**config.mk**
```make
export PLATFORM = sky130hd
export DESIGN_NAME = pulse_width_meter
export DESIGN_NICKNAME = d
export VERILOG_FILES = /design/src/rtl/pulse_width_meter_pkg.sv /design/src/rtl/pulse_width_meter_sat_counter.sv /design/src/rtl/pulse_width_meter.sv
export SDC_FILE = /design/constraint.sdc
export NUM_CORES = 1
export LEC_CHECK = 0
export ABC_AREA = 1
export CORE_ASPECT_RATIO = 0.9
export CORE_MARGIN = 8
export CORE_UTILIZATION = 60
export CTS_BUF_LIST = sky130_fd_sc_hd__clkbuf_4 sky130_fd_sc_hd__clkbuf_8
export DETAILED_ROUTE_END_ITERATION = 10
export GPL_ROUTABILITY_DRIVEN = 1
export GPL_TIMING_DRIVEN = 0
export PLACE_DENSITY = 0.93
export SKIP_LAST_GASP = 1
export SLEW_MARGIN = 0
export SYNTH_ARGS = -nofsm -noshare
export SYNTH_HDL_FRONTEND = slang
export SYNTH_SLANG_ARGS = --single-unit
```
**constraint.sdc**
```tcl
create_clock -name clk -period 2.75 [get_ports clk]
set_input_delay 0.55 -clock clk [delete_from_list [all_inputs] [get_ports clk]]
set_output_delay 0.55 -clock clk [all_outputs]
set_load 0.05 [all_outputs]
```
**src/rtl/pulse_width_meter_pkg.sv**
```systemverilog
// Shared definitions for the pulse width meter: FSM state encoding and default counter width.
package pulse_width_meter_pkg;

  localparam int CNT_W_DEFAULT = 16;

  typedef enum logic [1:0] {
    ST_IDLE = 2'd0,
    ST_HIGH = 2'd1,
    ST_LOW  = 2'd2
  } state_t;

endpackage

```
**src/rtl/pulse_width_meter_sat_counter.sv**
```systemverilog
// Measurement counter: load-to-1 on restart, saturating increment, sticky saturation flag.
module pulse_width_meter_sat_counter #(
  parameter int W = 16
) (
  input  logic         clk,
  input  logic         rst,
  input  logic         clear,
  input  logic         load,
  input  logic         inc,
  output logic [W-1:0] cnt,
  output logic         sat
);

  localparam logic [W-1:0] CNT_MAX = '1;
  localparam logic [W-1:0] CNT_ONE = W'(1);

  // sat only sets when an increment is actually clipped, so a count that lands exactly on max stays valid
  always_ff @(posedge clk) begin
    if (rst || clear) begin
      cnt <= '0;
      sat <= 1'b0;
    end else if (load) begin
      cnt <= CNT_ONE;
      sat <= 1'b0;
    end else if (inc) begin
      if (cnt == CNT_MAX) begin
        sat <= 1'b1;
      end else begin
        cnt <= cnt + CNT_ONE;
      end
    end
  end

endmodule

```
**src/rtl/pulse_width_meter.sv**
```systemverilog
// Measures high time and period of a signal from edge-detector strobes and hands
// each completed {high, period, sat} result to a consumer over valid/ready.
module pulse_width_meter
  import pulse_width_meter_pkg::*;
#(
  parameter int CNT_W = CNT_W_DEFAULT
) (
  input  logic             clk,
  input  logic             rst,
  input  logic             en,
  input  logic             pos_edge,
  input  logic             neg_edge,
  output logic             meas_valid,
  input  logic             meas_ready,
  output logic [CNT_W-1:0] high_cnt,
  output logic [CNT_W-1:0] period_cnt,
  output logic             meas_sat,
  output logic             meas_lost
);

  state_t state, state_next;

  logic             evt_r, evt_f;
  logic             cnt_clear, cnt_load, cnt_inc;
  logic             capture_high, complete;
  logic [CNT_W-1:0] cnt;
  logic             cnt_sat;
  logic [CNT_W-1:0] high_r;

  // Simultaneous strobes are a glitch and count as no event
  assign evt_r = pos_edge & ~neg_edge;
  assign evt_f = neg_edge & ~pos_edge;

  always_ff @(posedge clk) begin
    if (rst) begin
      state <= ST_IDLE;
    end else begin
      state <= state_next;
    end
  end

  always_comb begin
    state_next = state;
    if (!en) begin
      state_next = ST_IDLE;
    end else begin
      case (state)
        ST_IDLE: if (evt_r) state_next = ST_HIGH;
        ST_HIGH: if (evt_f) state_next = ST_LOW;
        ST_LOW:  if (evt_r) state_next = ST_HIGH;
        default: state_next = ST_IDLE;
      endcase
    end
  end

  always_comb begin
    cnt_clear    = 1'b0;
    cnt_load     = 1'b0;
    cnt_inc      = 1'b0;
    capture_high = 1'b0;
    complete     = 1'b0;
    if (!en) begin
      cnt_clear = 1'b1;
    end else begin
      case (state)
        ST_IDLE: cnt_load = evt_r;
        ST_HIGH: begin
          cnt_load     = evt_r;
          cnt_inc      = !evt_r;
          capture_high = evt_f;
        end
        ST_LOW: begin
          cnt_load = evt_r;
          cnt_inc  = !evt_r;
          complete = evt_r;
        end
        default: cnt_clear = 1'b1;
      endcase
    end
  end

  pulse_width_meter_sat_counter #(
    .W(CNT_W)
  ) u_cnt (
    .clk   (clk),
    .rst   (rst),
    .clear (cnt_clear),
    .load  (cnt_load),
    .inc   (cnt_inc),
    .cnt   (cnt),
    .sat   (cnt_sat)
  );

  always_ff @(posedge clk) begin
    if (rst) begin
      high_r <= '0;
    end else if (capture_high) begin
      high_r <= cnt;
    end
  end

  // A completion is only accepted into the result registers when they are free or being drained this cycle
  always_ff @(posedge clk) begin
    if (rst) begin
      meas_valid <= 1'b0;
      high_cnt   <= '0;
      period_cnt <= '0;
      meas_sat   <= 1'b0;
      meas_lost  <= 1'b0;
    end else begin
      meas_lost <= 1'b0;
      if (complete && (!meas_valid || meas_ready)) begin
        meas_valid <= 1'b1;
        high_cnt   <= high_r;
        period_cnt <= cnt;
        meas_sat   <= cnt_sat;
      end else if (complete) begin
        meas_lost <= 1'b1;
      end else if (meas_valid && meas_ready) begin
        meas_valid <= 1'b0;
      end
    end
  end

endmodule

```
==> impl_results.md <==
* Skew final at 0.00633 ns
* Hold_buf cts at 0
* Sequential-to-total area share from yosys stat at 46.9%
* Number of diodes at 0
* Compound-Gate Fraction of Synth Area at 12.9%
* Die Width at 90.4 um
* # rows at 24
* Max VDD drop at 0.393 mV
* Final #Nets at 465
* Antenna violations before repair at 0
* Global-route wire length before repair at 13.2 mm
* Clock buffer depth at 2
* Kind of critical path: reg -> out
* Synth Register Bits at 70
* Area Growth Syn to Fin at 21.9%
* Net Sw Power at 476 uW
* Crit-path cells: clkdlybuf4s50_1
* FMAX at 480 MHz
* Critical path arrival at 1.53 ns
* Comb power frac at 4.6%
* Multiplexer area fraction after synthesis at 0%
* Syn avg cell area at 7.42 sq um
* Critical Path RT at 2.20 ns
* P per Cell Area at 515 nW/um^2
* Clock latency at the later pin of the worst-skew pair at 0.36 ns
* Iter 0 DRT Violations at 230
* All-layer global routing usage at 21.5%
* Slew Viols, Final at 0
* Postcts setup bufs at 0
* Crit-path max FO at 2
* # setup viols final at 0
* Worst hold slack at 0.465 ns
* Core footprint at 4830 sq um
* Vias in the first global route at 2762
* Synth Cell Area at 2990 sq um
* Outcome: finished, final reports clean
* Drt pass-1 iters at 5
* Post-layout util at 75.4%
* Gpl congestion at 0.890
* Top Ports at 41
* Reg clk slew, reported paths at 0.08 ns
* Sw frac at 25.3%
* Critical Path Slowest Stage Cell: clkdlybuf4s50_1
* Cells after Synth at 403
* DR vias at 2905
* Adder-Cell Fraction of Synth Area at 2.51%
* Ys Warns at 0
* Total negative slack at 0 ns
* Root Buffer: clkbuf_8
* Share of cells above drive strength 1 at 9.61%
* Min-Delay Path Class: reg -> reg
* Clock share of power at 40.8%
* DRT Wirelength at 7.82 mm
* CP max stage delay at 0.82 ns
* RSZ-0062 raised after global routing: no
* Internal at 1400 uW
* Hold Fails Final Rpt at 0
* Post-DP HPWL at 5.55 mm
* Syn nets at 415
* Wirelength per Cell at 14.9 um
* Max-slew headroom at 64.5%
* PortBufs at 39
* Post-Synth Simple-Gate Area at 29.0%
* Cts bufs inserted at 9
* Die area at 7500 sq um
* CP startpoint kind: flop
* Vert. Die Dim at 83.0 um
* Number of routed nets with antenna violations at 0
* Pleak at 0.00128 uW
* Largest net degree at the start of global routing at 14
* Crit path capture type: output port
* Post-cts resize count at 0
* Min Tclk post-route at 2.08 ns
* Initial Util at 61.8%
* Max-cap viol count at 0
* H-tree depth at 3
* GRT Residual Overflow at 0
* Largest family of logic cells by synthesized area: simple AND/OR/NAND/NOR gates
* Worst slew pin tran at 0.531 ns
* Tcrit/Tclk final at 75.7%
* Sequential Power Share at 54.6%
* Delay-heaviest family, CP: buffers and inverters
* Post-DR vias/cell at 5.55
* Distinct cells, synth at 25
* Synth Area in XOR/XNOR at 2.05%
* Clk sinks at 70
* Residual DRC at 0
* CTS tree: done
* CP bufs+invs at 1
## stage by stage
stage	setup slack [ns]	total power (uW)	instances	cell area [sq um]
detailed placement	0.512	1130	507	3460
finish	0.668	1880	523	3640
CTS	0.662	1880	523	3640
floorplan	1.24	1100	403	2990
global route	0.613	1950	523	3640
global placement	0.521	1130	507	3460
## synthesized netlist by cell type
cell	instances	area, sq um
nor2_1	48	180
buf_6	1	11.3
a21oi_1	51	255
inv_1	27	101
nand2_2	6	37.5
nand4_1	3	18.8
dfxtp_1	70	1400
clkbuf_1	8	30.0
o21ai_0	20	100
a211oi_1	1	7.51
a21oi_2	2	17.5
nor2_2	3	18.8
nand3_1	46	230
nor2_4	4	45.0
inv_2	2	7.51
xor2_1	5	43.8
nand2_1	83	312
nor3_2	1	10.0
buf_2	8	40.0
nor3_1	3	15.0
ha_1	6	75.1
o21ai_1	1	5.00
clkbuf_2	1	5.00
buf_1	1	3.75
xnor2_1	2	17.5
## metal layers
| layer | GRT usage [%] | up-vias | wire length (um) |
|---|---|---|---|
| met5 | 0 | - | 0 |
| met2 | 36.3 | 135 | 3820 |
| met3 | 7.64 | 23 | 631 |
| li1 | - | 1410 | - |
| met4 | 9.52 | 0 | 209 |
| met1 | 23.8 | 1337 | 3150 |
## cell families after synthesis
group,count (synthesis)
flops,70
buf+inv,48
fa+ha+maj,6
simple gates,197
xor+xnor,7
compound gates,75
## flip-flops by register name, summed over array words and instances (netlist names)
register	flops
high_cnt	16
high_r	16
period_cnt	16
u_cnt.cnt	16
state	2
meas_lost	1
meas_sat	1
meas_valid	1
u_cnt.sat	1
## worst paths after layout
check	start	end	slack (ns)	cells after the start
worst max-delay path	period_cnt[13]$_SDFFE_PP0P_	period_cnt[13]	0.67	1
worst min-delay path	high_cnt[3]$_SDFFE_PP0P_	high_cnt[3]$_SDFFE_PP0P_	0.46	2
worst max register to register	state[0]$_SDFFE_PP0P_	u_cnt.cnt[4]$_SDFFE_PP0P_	0.93	9
worst min register to register	high_cnt[3]$_SDFFE_PP0P_	high_cnt[3]$_SDFFE_PP0P_	0.46	2
## final cells by class
cell class	count	area (sq um)
sequential	70	1400
multi-input combinational	285	1390
fill	372	1190
timing repair buffer	39	390
clock buffer	10	138
inverter	29	109
buffer	19	90.1
tap	65	81.3
clock inverter	6	45.0
## power groups by stage
stage	combinational [uW]	sequential (uW)	clock, uW
after detailed placement	84.6	1050	0
final	86.8	1020	766
after CTS	85.6	1020	771
after floorplan	58.5	1050	0
after global placement	80.3	1050	0
after global routing	95.8	1030	829
## cells in the final DEF, fill, tap and decap left out, types with 2 or more instances in the layout
cell type | synthesis | final
clkbuf_1 | 8 | 8
clkinvlp_4 | 0 | 3
o21ai_0 | 20 | 20
clkdlybuf4s50_1 | 0 | 39
dfxtp_1 | 70 | 70
xor2_1 | 5 | 5
nand2_2 | 6 | 6
nand3_1 | 46 | 46
xnor2_1 | 2 | 2
nor3_1 | 3 | 3
nand4_1 | 3 | 3
a21oi_1 | 51 | 51
buf_2 | 8 | 8
nor2_4 | 4 | 4
clkbuf_8 | 0 | 10
nor2_1 | 48 | 48
inv_1 | 27 | 27
nor2_2 | 3 | 3
ha_1 | 6 | 6
a21oi_2 | 2 | 2
inv_2 | 2 | 2
nand2_1 | 83 | 83
inv_6 | 0 | 2
Power figures use the tool's default switching activity.
